File: src/rtl/vrf_access_ctrl.sv
// Element sequencer for the vector register file: reads vs1/vs2 element pairs,
// hands them to the execution lane, and writes the lane results back to vd.
module vrf_access_ctrl #(
  parameter int NUM_VREGS = 32,
  parameter int ELEMS     = 8,
  parameter int DATA_W    = 32,
  parameter int ADDR_W    = 8
) (
  input  logic                         clk,
  input  logic                         nrst,
  // operation request from the issue stage
  input  logic                         req_valid,
  output logic                         req_ready,
  input  logic [$clog2(NUM_VREGS)-1:0] req_vs1,
  input  logic [$clog2(NUM_VREGS)-1:0] req_vs2,
  input  logic [$clog2(NUM_VREGS)-1:0] req_vd,
  input  logic [$clog2(ELEMS):0]       req_vl,
  // register file RAM
  output logic                         ram_re,
  output logic [ADDR_W-1:0]            ram_raddr1,
  output logic [ADDR_W-1:0]            ram_raddr2,
  input  logic [DATA_W-1:0]            ram_rdataA,
  input  logic [DATA_W-1:0]            ram_rdataB,
  output logic                         ram_we,
  output logic [ADDR_W-1:0]            ram_waddr,
  output logic [DATA_W-1:0]            ram_wdata,
  // execution lane
  output logic                         op_valid,
  input  logic                         op_ready,
  output logic [DATA_W-1:0]            op_a,
  output logic [DATA_W-1:0]            op_b,
  input  logic                         res_valid,
  output logic                         res_ready,
  input  logic [DATA_W-1:0]            res_data,
  output logic                         done
);

  localparam int VREG_W = $clog2(NUM_VREGS);
  localparam int ELEM_W = $clog2(ELEMS);
  localparam int CNT_W  = ELEM_W + 1;
  localparam logic [CNT_W-1:0] VL_MAX = CNT_W'(ELEMS);

  typedef enum logic [1:0] {
    S_IDLE,
    S_RD,
    S_OP,
    S_DRAIN
  } state_e;

  state_e             state_q, state_d;
  logic [VREG_W-1:0]  vs1_q, vs1_d;
  logic [VREG_W-1:0]  vs2_q, vs2_d;
  logic [VREG_W-1:0]  vd_q, vd_d;
  logic [CNT_W-1:0]   vl_q, vl_d;
  logic [CNT_W-1:0]   rd_cnt_q, rd_cnt_d;
  logic [CNT_W-1:0]   op_cnt_q, op_cnt_d;
  logic [CNT_W-1:0]   wr_cnt_q, wr_cnt_d;
  logic               done_q, done_d;
  logic [CNT_W-1:0]   req_vl_clamped;
  logic               res_fire;

  assign req_vl_clamped = (req_vl > VL_MAX) ? VL_MAX : req_vl;

  // NOTE: every signal driven here gets a default first so no path leaves it
  // unassigned; otherwise synthesis infers a latch to hold the old value.
  always_comb begin
    state_d   = state_q;
    vs1_d     = vs1_q;
    vs2_d     = vs2_q;
    vd_d      = vd_q;
    vl_d      = vl_q;
    rd_cnt_d  = rd_cnt_q;
    op_cnt_d  = op_cnt_q;
    wr_cnt_d  = wr_cnt_q;
    done_d    = 1'b0;
    req_ready = 1'b0;
    ram_re    = 1'b0;
    op_valid  = 1'b0;
    res_ready = 1'b0;
    res_fire  = 1'b0;

    unique case (state_q)
      S_IDLE: begin
        req_ready = 1'b1;
        if (req_valid) begin
          vs1_d    = req_vs1;
          vs2_d    = req_vs2;
          vd_d     = req_vd;
          vl_d     = req_vl_clamped;
          rd_cnt_d = '0;
          op_cnt_d = '0;
          wr_cnt_d = '0;
          if (req_vl_clamped == '0) begin
            done_d = 1'b1;
          end else begin
            state_d = S_RD;
          end
        end
      end

      S_RD: begin
        ram_re   = 1'b1;
        rd_cnt_d = rd_cnt_q + 1'b1;
        state_d  = S_OP;
      end

      S_OP: begin
        op_valid = 1'b1;
        // The next read is issued only on a handshake, so the registered RAM
        // output keeps the current pair stable while the lane stalls.
        if (op_ready) begin
          op_cnt_d = op_cnt_q + 1'b1;
          if (rd_cnt_q < vl_q) begin
            ram_re   = 1'b1;
            rd_cnt_d = rd_cnt_q + 1'b1;
          end else begin
            state_d = S_DRAIN;
          end
        end
      end

      S_DRAIN: begin
      end

      default: begin
        state_d = S_IDLE;
      end
    endcase

    // A result is only taken once its operands have been handed to the lane.
    if (state_q == S_OP || state_q == S_DRAIN) begin
      res_ready = (wr_cnt_q < op_cnt_q);
    end
    res_fire = res_valid & res_ready;
    if (res_fire) begin
      wr_cnt_d = wr_cnt_q + 1'b1;
    end

    // The last result always lands in DRAIN; leaving on the accepting cycle
    // puts done and req_ready in the very next cycle.
    if (state_q == S_DRAIN && wr_cnt_d == vl_q) begin
      state_d = S_IDLE;
      done_d  = 1'b1;
    end
  end

  // NOTE: state registers use non-blocking assignments so every flop samples
  // the pre-edge values of the others, independent of statement order.
  always_ff @(posedge clk or negedge nrst) begin
    if (!nrst) begin
      state_q  <= S_IDLE;
      vs1_q    <= '0;
      vs2_q    <= '0;
      vd_q     <= '0;
      vl_q     <= '0;
      rd_cnt_q <= '0;
      op_cnt_q <= '0;
      wr_cnt_q <= '0;
      done_q   <= 1'b0;
    end else begin
      state_q  <= state_d;
      vs1_q    <= vs1_d;
      vs2_q    <= vs2_d;
      vd_q     <= vd_d;
      vl_q     <= vl_d;
      rd_cnt_q <= rd_cnt_d;
      op_cnt_q <= op_cnt_d;
      wr_cnt_q <= wr_cnt_d;
      done_q   <= done_d;
    end
  end

  assign ram_raddr1 = {vs1_q, rd_cnt_q[ELEM_W-1:0]};
  assign ram_raddr2 = {vs2_q, rd_cnt_q[ELEM_W-1:0]};
  assign ram_we     = res_fire;
  assign ram_waddr  = {vd_q, wr_cnt_q[ELEM_W-1:0]};
  assign ram_wdata  = res_data;
  assign op_a       = ram_rdataA;
  assign op_b       = ram_rdataB;
  assign done       = done_q;

endmodule

File: config.mk
export PLATFORM = sky130hd
export DESIGN_NAME = vrf_access_ctrl
export DESIGN_NICKNAME = d
export VERILOG_FILES = /design/src/rtl/vrf_access_ctrl.sv
export SDC_FILE = /design/constraint.sdc
export NUM_CORES = 1
export LEC_CHECK = 0
export BUFFER_PORTS_ARGS = -buffer_cell sky130_fd_sc_hd__buf_2
export CORE_AREA = 2 2 95 97
export DETAILED_ROUTE_END_ITERATION = 16
export DIE_AREA = 0 0 97 99
export GPL_TIMING_DRIVEN = 0
export PLACE_DENSITY = 0.65
export REMOVE_ABC_BUFFERS = 1
export SYNTH_ARGS = -nofsm -noshare
export SYNTH_HDL_FRONTEND = slang
export SYNTH_SLANG_ARGS = --single-unit
export TNS_END_PERCENT = 1
File: constraint.sdc
create_clock -name clk -period 3.03 [get_ports clk]
set_input_delay 0.303 -clock clk [delete_from_list [all_inputs] [get_ports clk]]
set_output_delay 0.303 -clock clk [all_outputs]
set_load 0.005 [all_outputs]
==> impl_metrics.env, run 1 <==
export IMPL_routed_wl_um=10350
export IMPL_clock_tree_from_tritoncts="yes"
export IMPL_final_count_of_pins_violating_max_slew=0
export IMPL_root_buffer_selected_by_cts="sky130_fd_sc_hd__clkbuf_8"
export IMPL_fp_row_count=34
export IMPL_total_leakage_power_nw=1.110
export IMPL_average_cell_area_after_synthesis_um2=9.535
export IMPL_critical_path_max_stage_delay_ns=0.47
export IMPL_arrival_ns=2.84
export IMPL_grt_start_max_net_pins=35
export IMPL_shortest_clock_period_the_worst_path_allows_after_layout_ns=2.657
export IMPL_endpoint_required_time_on_the_critical_path_ns=3.21
export IMPL_final_instance_count_excl_fill=335
export IMPL_initialDrtViolationCount=63
export IMPL_clk_pin_slew_worst_paths_ns=0.07
export IMPL_critPathSlowestCell="sky130_fd_sc_hd__nor4_4"
export IMPL_core_area_um2=8551
export IMPL_postLayoutSetupSlackWorst_ns=0.3726
export IMPL_power_net_switching_uw=921.4
export IMPL_seq_area_um2=850.8
export IMPL_critical_path_cell_chain="inv_1, ha_1, o211ai_1, nor2_1, nor4_4, mux2i_1, xnor2_1, nor4_2, o2bb2ai_1"
export IMPL_preCtsSetupSlack_ns=0.2107
export IMPL_cts_hold_repair_buffers=0
export IMPL_antenna_cells_inserted=0
export IMPL_clock_skew_final_ns=0.005411
export IMPL_drt_antenna_violating_nets=0
export IMPL_drive_above_1_share_pct=35.68
export IMPL_antenna_found_initial=0
export IMPL_clock_latency_ns=0.28
export IMPL_worst_slew_pin_transition_ns=0.7662
export IMPL_grt_overflow_total=0
export IMPL_layout_nets=361
export IMPL_placement_io_buffers=53
export IMPL_max_cap_violations=0
export IMPL_switching_share_pct=38.24
export IMPL_layout_commonest_cell="sky130_fd_sc_hd__buf_2"
export IMPL_synth_top_area_cell="sky130_fd_sc_hd__dfrtp_1"
export IMPL_most_common_layout_cells="sky130_fd_sc_hd__buf_2 (53), sky130_fd_sc_hd__dfrtp_1 (34), sky130_fd_sc_hd__nand2_1 (19)"
export IMPL_global_routing_usage_summed_across_all_routing_layers_pct=20.60
export IMPL_power_frac_clock_pct=17.5
export IMPL_yosys_cell_types_count=37
export IMPL_post_place_cells=328
export IMPL_setup_repair_after_global_routing_missed_its_margin="no"
export IMPL_vias_in_the_first_global_route=1621
export IMPL_ys_ff_latch=34
export IMPL_fmax_mhz=376.3
export IMPL_worstHoldPathType="in2async"
export IMPL_via_count=1629
export IMPL_die_h_um=99
export IMPL_avgViaCountPerCell=4.863
export IMPL_finalSetupViolations=0
export IMPL_numCtsBuffers=5
export IMPL_post_cts_setup_buffers=0
export IMPL_place_gp_congestion=0.8423
export IMPL_worst_setup_path_type="reg2reg"
export IMPL_synthTopCellsByArea="sky130_fd_sc_hd__dfrtp_1 (32%), sky130_fd_sc_hd__buf_4 (30%), sky130_fd_sc_hd__mux2_2 (6.8%)"
export IMPL_worstPathMaxFanout=5
export IMPL_drcViolationCount=0
export IMPL_hold_violations=0
export IMPL_power_mw=2.409
export IMPL_initial_utilization_pct=30.89
export IMPL_status="finished, final reports clean"
export IMPL_netlist_instances=277
export IMPL_tns_ns=0
export IMPL_area_growth_synth_to_final_pct=-10.94
export IMPL_wl_per_cell_um=30.90
export IMPL_path_buf_inv=1
export IMPL_n_fill_cell=887
export IMPL_startpoint_type="flop"
export IMPL_max_vdd_ir_drop_v=0.0004089
export IMPL_final_core_utilization_pct=27.51
export IMPL_post_route_period_util_pct=87.70
export IMPL_power_report_internal_total_mw=1.488
export IMPL_synth_top_area_share_pct=32.21
export IMPL_seqPwrFrac_pct=33.1
export IMPL_chipWidth_um=97
export IMPL_multiInputGateArea_um2=954.7
export IMPL_detail_route_first_pass_iterations=4
export IMPL_synth_seq_area_share_pct=32.21
export IMPL_yosys_warnings=0
export IMPL_grt_first_pass_wirelength_um=13700
export IMPL_numClockSinks=34
export IMPL_die_area_um2=9603
export IMPL_comb_power_share_pct=49.4
export IMPL_slew_headroom_pct=48.92
export IMPL_netlist_area_um2=2641
export IMPL_ctsLongestPathBuffers=2
export IMPL_power_per_cell_area_nw_per_um2=1024
export IMPL_worst_setup_path_end_kind="flop"
export IMPL_dp_hpwl_um=8920
export IMPL_cts_htree_levels=2
export IMPL_crit_family="simple AND/OR/NAND/NOR gates"
export IMPL_pin_count=246
## path summary, 6_finish.rpt
check	startpoint	end	slack, ns	cells after the start
hold / removal	nrst	op_cnt_q[1]$_DFFE_PN0P_	0.09	1
setup / recovery	op_cnt_q[1]$_DFFE_PN0P_	done$_DFF_PN0_	0.37	9
hold reg to reg	vl_q[1]$_DFFE_PN0P_	vl_q[1]$_DFFE_PN0P_	0.49	2
max in group asynchronous	nrst	vs2_q[4]$_DFFE_PN0P_	2.45	1
setup reg to reg	op_cnt_q[1]$_DFFE_PN0P_	done$_DFF_PN0_	0.37	9
min in group clk	req_vs1[0]	vs1_q[0]$_DFFE_PN0P_	0.26	2
## power by group through the flow
stage          combinational (mW)  clock, mW  sequential, mW
3_5_place_dp                 1.20          0           0.807
6_report                     1.19      0.422           0.798
3_3_place_gp                 1.15          0           0.796
4_1_cts                      1.20      0.437           0.800
5_1_grt                      1.35      0.461           0.832
2_1_floorplan               0.784          0           0.802
## layer usage
metal | global-route usage (%) | part of all wire (%)
met3 | 26.67 | 27
met2 | 27.24 | 41
met1 | 19.15 | 30
met5 | 10.77 | 0.89
met4 | 3.467 | 0.79
## kinds of logic (layout without fill, tap and decap cells)
logic type	after synthesis	after routing	share of synthesized area, %
AND/OR/NAND/NOR	53	53	11.23
XOR/XNOR	6	6	1.990
adder cells (fa/ha/maj)	14	14	6.632
AO/OA/AOI/OAI	28	28	6.632
buffers and inverters	119	69	31.83
multiplexers	23	23	9.474
flip-flops	34	34	32.21
## registers in the layout, summed over array words and instances (netlist names)
signal / flops
vd_q: 5
vs1_q: 5
vs2_q: 5
op_cnt_q: 4
rd_cnt_q: 4
vl_q: 4
wr_cnt_q: 4
state_q: 2
done: 1
## cells in the mapped netlist
| cell | number |
|---|---|
| sky130_fd_sc_hd__nor4_2 | 1 |
| sky130_fd_sc_hd__a31oi_1 | 2 |
| sky130_fd_sc_hd__or3_1 | 1 |
| sky130_fd_sc_hd__nor3_1 | 3 |
| sky130_fd_sc_hd__nand3_1 | 6 |
| sky130_fd_sc_hd__a21boi_1 | 1 |
| sky130_fd_sc_hd__and2_1 | 1 |
| sky130_fd_sc_hd__o21ai_0 | 12 |
| sky130_fd_sc_hd__inv_1 | 9 |
| sky130_fd_sc_hd__and3_1 | 1 |
| sky130_fd_sc_hd__nor2b_1 | 2 |
| sky130_fd_sc_hd__o31ai_1 | 1 |
| sky130_fd_sc_hd__nor4b_1 | 1 |
| sky130_fd_sc_hd__a22o_1 | 3 |
| sky130_fd_sc_hd__o211ai_1 | 1 |
| sky130_fd_sc_hd__buf_4 | 105 |
| sky130_fd_sc_hd__nor2_1 | 4 |
| sky130_fd_sc_hd__and4_1 | 1 |
| sky130_fd_sc_hd__mux2i_1 | 7 |
| sky130_fd_sc_hd__nand2b_1 | 6 |
| sky130_fd_sc_hd__ha_1 | 14 |
| sky130_fd_sc_hd__o2bb2ai_1 | 1 |
| sky130_fd_sc_hd__o21a_1 | 1 |
| sky130_fd_sc_hd__nor3b_2 | 1 |
| sky130_fd_sc_hd__or4_1 | 1 |
| sky130_fd_sc_hd__clkbuf_1 | 5 |
| sky130_fd_sc_hd__a22oi_1 | 1 |
| sky130_fd_sc_hd__nand4_1 | 1 |
| sky130_fd_sc_hd__mux2_2 | 16 |
| sky130_fd_sc_hd__a21oi_1 | 3 |
| sky130_fd_sc_hd__xnor2_1 | 4 |
| sky130_fd_sc_hd__dfrtp_1 | 34 |
| sky130_fd_sc_hd__xor2_1 | 2 |
| sky130_fd_sc_hd__nand2_1 | 20 |
| sky130_fd_sc_hd__nand3b_1 | 2 |
| sky130_fd_sc_hd__nor4_4 | 1 |
| sky130_fd_sc_hd__a21o_1 | 2 |
## cell type report
class | count | area share, %
well taps | 108 | 5.745
clock buffers | 6 | 3.511
multi-input cells | 124 | 40.59
inverters | 9 | 1.436
flip-flops and latches | 34 | 36.17
repair buffers | 53 | 11.28
clock inverters | 1 | 1.277
## per-stage QoR
stage	hold WS, ns	instance area, um2
6_report	0.08993	2352
5_1_grt	0.1553	2352
4_1_cts	0.1306	2347
3_5_place_dp	0.4348	2235
3_3_place_gp	0.4357	2235
2_1_floorplan	0.007409	1834
## timing repair
| item | 4_1_cts | 5_1_grt |
|---|---|---|
| endpoints found under the setup margin | 0 | 3 |
| gates resized for setup | 0 | 2 |
| hold endpoints to repair | 0 | 0 |
(Power assumes the default switching activity.)
==> run 2: changes to the inputs <==
--- a/config.mk
+++ b/config.mk
@@ -6,11 +6,11 @@
 export NUM_CORES = 1
 export LEC_CHECK = 0
 export BUFFER_PORTS_ARGS = -buffer_cell sky130_fd_sc_hd__buf_2
-export CORE_AREA = 2 2 95 97
+export CORE_AREA = 2 2 96 98
 export DETAILED_ROUTE_END_ITERATION = 16
-export DIE_AREA = 0 0 97 99
+export DIE_AREA = 0 0 98 100
 export GPL_TIMING_DRIVEN = 0
-export PLACE_DENSITY = 0.65
+export PLACE_DENSITY = 0.64
 export REMOVE_ABC_BUFFERS = 1
 export SYNTH_ARGS = -nofsm -noshare
 export SYNTH_HDL_FRONTEND = slang
==> run 2 against run 1 <==
  * Final cell count up 0.90%
  * Final area down 1.3%
  * Clock power decreased by 23%
  * First-iteration DRC count grew 52%
  * Routed wire length increased by 1.9%
  * Die area grew 2.1%
  * Global-route usage down 0.19 points
  * Non-clock buffer count is the same
  * Setup slack got worse by 0.0033 ns
  * Critical endpoint is now state_q[1]$_DFFE_PN0P_
  * Utilization down 1.4 points
  * Register-to-register slack hardly changed
==> impl_metrics.env, run 2 (synthesis gave the netlist of run 1 again) <==
export IMPL_endpoint_required_time_on_the_critical_path_ns=3.19
export IMPL_shortest_clock_period_the_worst_path_allows_after_layout_ns=2.661
export IMPL_post_route_period_util_pct=87.81
export IMPL_worst_r2r_cell_count=9
export IMPL_grt_first_pass_wirelength_um=13700
export IMPL_pin_count=246
export IMPL_antenna_found_initial=0
export IMPL_most_common_layout_cells="sky130_fd_sc_hd__buf_2 (53), sky130_fd_sc_hd__dfrtp_1 (34), sky130_fd_sc_hd__nand2_1 (19)"
export IMPL_grt_start_max_net_pins=35
export IMPL_initial_utilization_pct=29.71
export IMPL_detail_route_first_pass_iterations=4
export IMPL_root_buffer_selected_by_cts="sky130_fd_sc_hd__clkbuf_8"
export IMPL_via_count=1696
export IMPL_layout_commonest_cell="sky130_fd_sc_hd__buf_2"
export IMPL_global_routing_usage_summed_across_all_routing_layers_pct=20.40
export IMPL_hold_violations=0
export IMPL_routed_wl_um=10550
export IMPL_drt_antenna_violating_nets=0
export IMPL_multiInputGateArea_um2=954.7
export IMPL_slew_headroom_pct=48.00
export IMPL_n_fill_cell=946
export IMPL_clk_pin_slew_worst_paths_ns=0.07
export IMPL_arrival_ns=2.82
export IMPL_grt_overflow_total=0
export IMPL_layout_nets=361
export IMPL_worst_slew_pin_transition_ns=0.7801
export IMPL_cts_htree_levels=2
export IMPL_setup_repair_after_global_routing_missed_its_margin="no"
export IMPL_initialDrtViolationCount=96
export IMPL_ctsLongestPathBuffers=2
export IMPL_worstPathMaxFanout=5
export IMPL_clock_latency_ns=0.29
export IMPL_fmax_mhz=375.8
export IMPL_worst_setup_path_type="reg2reg"
export IMPL_die_area_um2=9800
export IMPL_worst_setup_path_end_kind="flop"
export IMPL_startpoint_type="flop"
export IMPL_placement_io_buffers=53
export IMPL_place_gp_congestion=0.8198
export IMPL_core_area_um2=8890
export IMPL_max_cap_violations=0
export IMPL_reg_top3="vd_q x5, vs1_q x5, vs2_q x5"
export IMPL_vias_in_the_first_global_route=1653
export IMPL_drive_above_1_share_pct=35.68
export IMPL_final_count_of_pins_violating_max_slew=0
export IMPL_reg2reg_slack_ns=0.37
export IMPL_dp_hpwl_um=8974
export IMPL_fp_row_count=35
export IMPL_final_core_utilization_pct=26.12
export IMPL_numClockSinks=34
export IMPL_drcViolationCount=0
export IMPL_timing_critical_path_from="op_cnt_q[1]$_DFFE_PN0P_"
export IMPL_power_per_cell_area_nw_per_um2=996.3
export IMPL_max_vdd_ir_drop_v=0.0004245
export IMPL_die_h_um=100
export IMPL_power_mw=2.314
export IMPL_avgViaCountPerCell=5.018
export IMPL_worstHoldPathType="in2async"
export IMPL_numCtsBuffers=5
export IMPL_chipWidth_um=98
export IMPL_finalSetupViolations=0
export IMPL_seq_area_um2=850.8
export IMPL_wl_per_cell_um=31.22
export IMPL_worstSetupEndpoint="state_q[1]$_DFFE_PN0P_"
export IMPL_antenna_cells_inserted=0
export IMPL_rr_endpoint="state_q[1]$_DFFE_PN0P_"
export IMPL_total_leakage_power_nw=1.097
export IMPL_clock_tree_from_tritoncts="yes"
export IMPL_tns_ns=0
export IMPL_post_cts_setup_buffers=0
export IMPL_status="finished, final reports clean"
export IMPL_clock_skew_final_ns=0.003933
export IMPL_area_growth_synth_to_final_pct=-12.08
export IMPL_worstReg2RegStart="op_cnt_q[1]$_DFFE_PN0P_"
run 2: routing by layer:
| metal | vias up | wire length, um | track usage (%) |
|---|---|---|---|
| met3 | 11 | 2866 | 26.67 |
| met4 | 2 | 102 | 3.205 |
| li1 | 708 | - | - |
| met5 | - | 48 | 7.692 |
| met2 | 197 | 4073 | 26.13 |
| met1 | 778 | 3463 | 19.84 |
run 2: area by class of cell:
| cell class | count | area share [%] |
|---|---|---|
| Multi-Input combinational cell | 124 | 41.11 |
| Sequential cell | 34 | 36.64 |
| Timing Repair Buffer | 53 | 11.42 |
| Tap cell | 111 | 5.981 |
| Clock buffer | 5 | 2.963 |
| Inverter | 9 | 1.455 |
| Clock inverter | 2 | 0.4310 |
run 2: power by group:
| part | switching, mW | leakage (nW) | internal (mW) | total [mW] |
|---|---|---|---|---|
| combinational | 0.616 | 0.626 | 0.569 | 1.19 |
| sequential | 0.151 | 0.427 | 0.654 | 0.805 |
| clock | 0.169 | 0.0438 | 0.154 | 0.323 |
run 2: per-stage QoR:
step | area (um2) | setup WS [ns] | std cells | hold slack (ns)
after CTS | 2317 | 0.2323 | 338 | 0.1193
after detailed placement | 2238 | 0.2374 | 331 | 0.4325
final | 2322 | 0.3693 | 338 | 0.09157
after global placement | 2238 | 0.2858 | 331 | 0.4338
after global routing | 2322 | 0.1183 | 338 | 0.1613
after floorplan | 1834 | 0.6729 | 167 | 0.007409
run 2: critical path: stages, from the launching register on:
cell	delay [ns]
sky130_fd_sc_hd__dfrtp_1	0.39
sky130_fd_sc_hd__inv_1	0.09
sky130_fd_sc_hd__ha_1	0.28
sky130_fd_sc_hd__o211ai_1	0.16
sky130_fd_sc_hd__nor2_1	0.11
sky130_fd_sc_hd__nor4_4	0.47
sky130_fd_sc_hd__mux2i_1	0.37
sky130_fd_sc_hd__xnor2_1	0.12
sky130_fd_sc_hd__nor4_2	0.41
sky130_fd_sc_hd__a21oi_1	0.13
run 2: worst min-delay path by stage:
stage / start / end / slack [ns]
5_1_grt: nrst / wr_cnt_q[2]$_DFF_PN0_ / 0.16
6_report: nrst / op_cnt_q[0]$_DFFE_PN0P_ / 0.09
3_3_place_gp: nrst / wr_cnt_q[2]$_DFF_PN0_ / 0.43
3_5_place_dp: nrst / wr_cnt_q[2]$_DFF_PN0_ / 0.43
2_1_floorplan: nrst / done$_DFF_PN0_ / 0.007
4_1_cts: nrst / wr_cnt_q[2]$_DFF_PN0_ / 0.12
run 2: repair_timing:
item / 4_1_cts / 5_1_grt
hold buffers: 0 / 0
resized for setup: 0 / 2
endpoints found under the setup margin: 0 / 3
==> run 3: changes to the inputs <==
--- a/config.mk
+++ b/config.mk
@@ -5,12 +5,15 @@
 export SDC_FILE = /design/constraint.sdc
 export NUM_CORES = 1
 export LEC_CHECK = 0
+export ABC_AREA = 1
 export BUFFER_PORTS_ARGS = -buffer_cell sky130_fd_sc_hd__buf_2
-export CORE_AREA = 2 2 96 98
+export CORE_AREA = 2 2 97 99
 export DETAILED_ROUTE_END_ITERATION = 16
-export DIE_AREA = 0 0 98 100
+export DIE_AREA = 0 0 99 101
 export GPL_TIMING_DRIVEN = 0
-export PLACE_DENSITY = 0.64
+export HOLD_SLACK_MARGIN = 0.03
+export PLACE_DENSITY = 0.63
+export RECOVER_POWER = 100
 export REMOVE_ABC_BUFFERS = 1
 export SYNTH_ARGS = -nofsm -noshare
 export SYNTH_HDL_FRONTEND = slang
==> run 3 against run 2 <==
  * The run now ends with max-capacitance violations, max-slew violations left
  * Die area grew 2.0%
  * Sequential cell count is the same
  * Final area is 0.22% higher
  * Non-clock buffer count stayed put
  * Critical endpoint unchanged
  * Global-route usage up 0.87 points
  * Highest routed layer unchanged
  * Clock skew rose by 0.0040 ns
  * Sequential power down 0.7%
  * Via count increased by 10%
  * Area after synthesis rose by 1.8%
==> impl_metrics.env, run 3 <==
export IMPL_synth_seq_area_share_pct=31.63
export IMPL_die_h_um=101
export IMPL_root_buffer_selected_by_cts="sky130_fd_sc_hd__clkbuf_8"
export IMPL_via_count=1868
export IMPL_vias_in_the_first_global_route=1781
export IMPL_power_per_cell_area_nw_per_um2=981.8
export IMPL_layout_nets=431
export IMPL_clock_tree_from_tritoncts="yes"
export IMPL_synth_edf_count=0
export IMPL_grt_start_max_net_pins=35
export IMPL_n_fill_cell=991
export IMPL_numCtsBuffers=5
export IMPL_critPathSlowestCell="sky130_fd_sc_hd__inv_1"
export IMPL_average_cell_area_after_synthesis_um2=7.775
export IMPL_timing_critical_path_from="state_q[0]$_DFFE_PN0P_"
export IMPL_total_leakage_power_nw=1.263
export IMPL_worst_setup_path_type="reg2reg"
export IMPL_synth_top_area_share_pct=31.63
export IMPL_cts_htree_levels=2
export IMPL_async_reset_ff_share_pct=100.0
export IMPL_layout_commonest_cell="sky130_fd_sc_hd__nand2_1"
export IMPL_grt_first_pass_wirelength_um=14610
export IMPL_most_common_layout_cells="sky130_fd_sc_hd__nand2_1 (87), sky130_fd_sc_hd__dfrtp_1 (34), sky130_fd_sc_hd__buf_2 (34)"
export IMPL_critical_path_max_stage_delay_ns=0.63
export IMPL_worst_setup_path_end_kind="flop"
export IMPL_antenna_cells_inserted=0
export IMPL_worstReg2RegStart="state_q[0]$_DFFE_PN0P_"
export IMPL_place_gp_congestion=0.8276
export IMPL_endpoint_required_time_on_the_critical_path_ns=3.20
export IMPL_pin_count=246
export IMPL_ys_ff_latch=34
export IMPL_startpoint_type="flop"
export IMPL_status="complete, but fails checks"
export IMPL_routed_wl_um=11060
export IMPL_post_route_period_util_pct=83.98
export IMPL_initialDrtViolationCount=116
export IMPL_drcViolationCount=0
export IMPL_yosys_warnings=0
export IMPL_hold_depth=3
export IMPL_worst_r2r_cell_count=9
export IMPL_yosysMostFrequentCell="sky130_fd_sc_hd__buf_4"
export IMPL_area_growth_synth_to_final_pct=-13.49
export IMPL_die_area_um2=9999
export IMPL_drt_antenna_violating_nets=0
export IMPL_preCtsSetupSlack_ns=0.1856
export IMPL_reg_top3="vd_q x5, vs1_q x5, vs2_q x5"
export IMPL_max_vdd_ir_drop_v=0.0002801
export IMPL_detail_route_first_pass_iterations=6
export IMPL_worstHoldPathType="in2reg"
export IMPL_final_cell_area_um2=2327
export IMPL_setup_repair_after_global_routing_missed_its_margin="no"
export IMPL_final_core_utilization_pct=25.92
export IMPL_shortest_clock_period_the_worst_path_allows_after_layout_ns=2.545
export IMPL_post_cts_setup_buffers=0
export IMPL_hold_violations=0
export IMPL_dp_hpwl_um=9534
export IMPL_synth_top_area_cell="sky130_fd_sc_hd__dfrtp_1"
export IMPL_yosys_cell_types_count=30
export IMPL_arrival_ns=2.71
export IMPL_clock_skew_final_ns=0.007979
export IMPL_drive_above_1_share_pct=16.84
export IMPL_initial_utilization_pct=29.97
export IMPL_cp_depth=9
export IMPL_grt_overflow_total=0
export IMPL_wl_per_cell_um=27.10
export IMPL_postLayoutSetupSlackWorst_ns=0.4853
export IMPL_source_of_the_worst_hold_timing_path="req_vs1[2]"
export IMPL_failed_checks="max-capacitance violations, max-slew violations"
export IMPL_synth_ff_type="sky130_fd_sc_hd__dfrtp_1"
export IMPL_global_routing_usage_summed_across_all_routing_layers_pct=21.27
export IMPL_placement_cell_area_um2=2290
export IMPL_antenna_found_initial=0
export IMPL_max_cap_violations=1
export IMPL_fmax_mhz=393.0
export IMPL_yosys_top_cells_count="sky130_fd_sc_hd__buf_4 (105), sky130_fd_sc_hd__nand2_1 (88), sky130_fd_sc_hd__dfrtp_1 (34), sky130_fd_sc_hd__inv_1 (32), sky130_fd_sc_hd__ha_1 (14)"
export IMPL_critical_path_cell_chain="inv_1, ha_1, nand2_2, inv_1, o21ai_0, nand3_2, nand3_2, nor2_1, nor2_1"
export IMPL_avgViaCountPerCell=4.578
export IMPL_crit_family="simple AND/OR/NAND/NOR gates"
export IMPL_worst_slew_pin_transition_ns=1.884
export IMPL_tns_ns=0
export IMPL_ctsLongestPathBuffers=2
export IMPL_clk_pin_slew_worst_paths_ns=0.07
export IMPL_chipWidth_um=99
export IMPL_synthTopCellsByArea="sky130_fd_sc_hd__dfrtp_1 (32%), sky130_fd_sc_hd__buf_4 (29%), sky130_fd_sc_hd__nand2_1 (12%)"
export IMPL_netlist_area_um2=2690
export IMPL_fp_row_count=35
export IMPL_core_area_um2=8977
export IMPL_final_count_of_pins_violating_max_slew=35
export IMPL_path_buf_inv=2
export IMPL_netlist_instances=346
export IMPL_finalSetupViolations=0
export IMPL_clock_latency_ns=0.28
export IMPL_numClockSinks=34
export IMPL_worstPathMaxFanout=22
export IMPL_placement_io_buffers=53
export IMPL_slew_headroom_pct=-25.63
==> run 3: cell types whose count changed after synthesis, moves of 5 or more <==
cell,delta
sky130_fd_sc_hd__inv_1,+23
sky130_fd_sc_hd__nand3_1,+5
sky130_fd_sc_hd__nand2b_1,-6
sky130_fd_sc_hd__nor2_1,+8
sky130_fd_sc_hd__mux2_2,-16
sky130_fd_sc_hd__mux2i_1,-7
sky130_fd_sc_hd__nand2_1,+68
==> run 3: cells by family after synthesis <==
group                      synth area share (%)
and+or+nand+nor                           20.79
DFF                                       31.63
adders and majority gates                 6.512
xor gates and xnor gates                 0.9769
AOI/OAI and AO/OA                         5.302
buffers and inverters                     34.79
==> run 3: worst register-to-register path: cells and delay by family, from the launching register on <==
kind            cells  cell delay [ns]
compound gates      1             0.25
fa+ha+maj           1             0.27
buf+inv             2             0.74
flops               1             0.43
simple gates        5             0.75
==> run 3: power breakdown <==
| group | total, mW | switching, mW | leakage, nW | internal [mW] |
|---|---|---|---|---|
| Sequential | 0.799 | 0.152 | 0.435 | 0.647 |
| Combinational | 1.17 | 0.725 | 0.791 | 0.442 |
| Clock | 0.319 | 0.161 | 0.0373 | 0.158 |
| Total | 2.28 | 1.04 | 1.26 | 1.25 |
==> run 3: metal layers <==
layer	share of wire, %	GRT usage [%]	vias to the layer above
met5	0.40	7.692	-
li1	-	-	863
met4	2.6	6.322	2
met3	25	25.17	14
met1	34	21.41	827
met2	39	26.92	162
==> run 3: worst paths after layout <==
| kind | to | slack, ns |
|---|---|---|
| setup / recovery | state_q[1]$_DFFE_PN0P_ | 0.49 |
| hold / removal | vs1_q[2]$_DFFE_PN0P_ | 0.21 |
| setup reg to reg | state_q[1]$_DFFE_PN0P_ | 0.49 |
| hold reg to reg | vs2_q[1]$_DFFE_PN0P_ | 0.48 |
| max in group asynchronous | op_cnt_q[0]$_DFFE_PN0P_ | 1.40 |
| min in group asynchronous | vd_q[4]$_DFFE_PN0P_ | 0.53 |
==> run 3: layout make-up <==
| cell class | instances | area, um2 | share of cell area (%) |
|---|---|---|---|
| flip-flops and latches | 34 | 850.8 | 36.56 |
| clock inverters | 1 | 7.507 | 0.3226 |
| repair buffers | 53 | 241.5 | 10.38 |
| well taps | 111 | 138.9 | 5.968 |
| multi-input cells | 168 | 884.6 | 38.01 |
| clock buffers | 6 | 72.57 | 3.118 |
| inverters | 35 | 131.4 | 5.645 |
==> run 3: timing repair <==
action,in CTS,in global routing
hold endpoints to repair,0,0
hold buffers,0,0
endpoints found under the setup margin,0,3
resized for setup,0,1
==> run 3: per-stage QoR <==
| stage | hold slack [ns] | total power [mW] | cells |
|---|---|---|---|
| after floorplan | 0.007409 | 1.614 | 237 |
| after global placement | 0.4329 | 2.005 | 401 |
| after detailed placement | 0.4411 | 2.043 | 401 |
| after CTS | 0.1304 | 2.377 | 408 |
| after global routing | 0.2186 | 2.548 | 408 |
| final | 0.2113 | 2.285 | 408 |
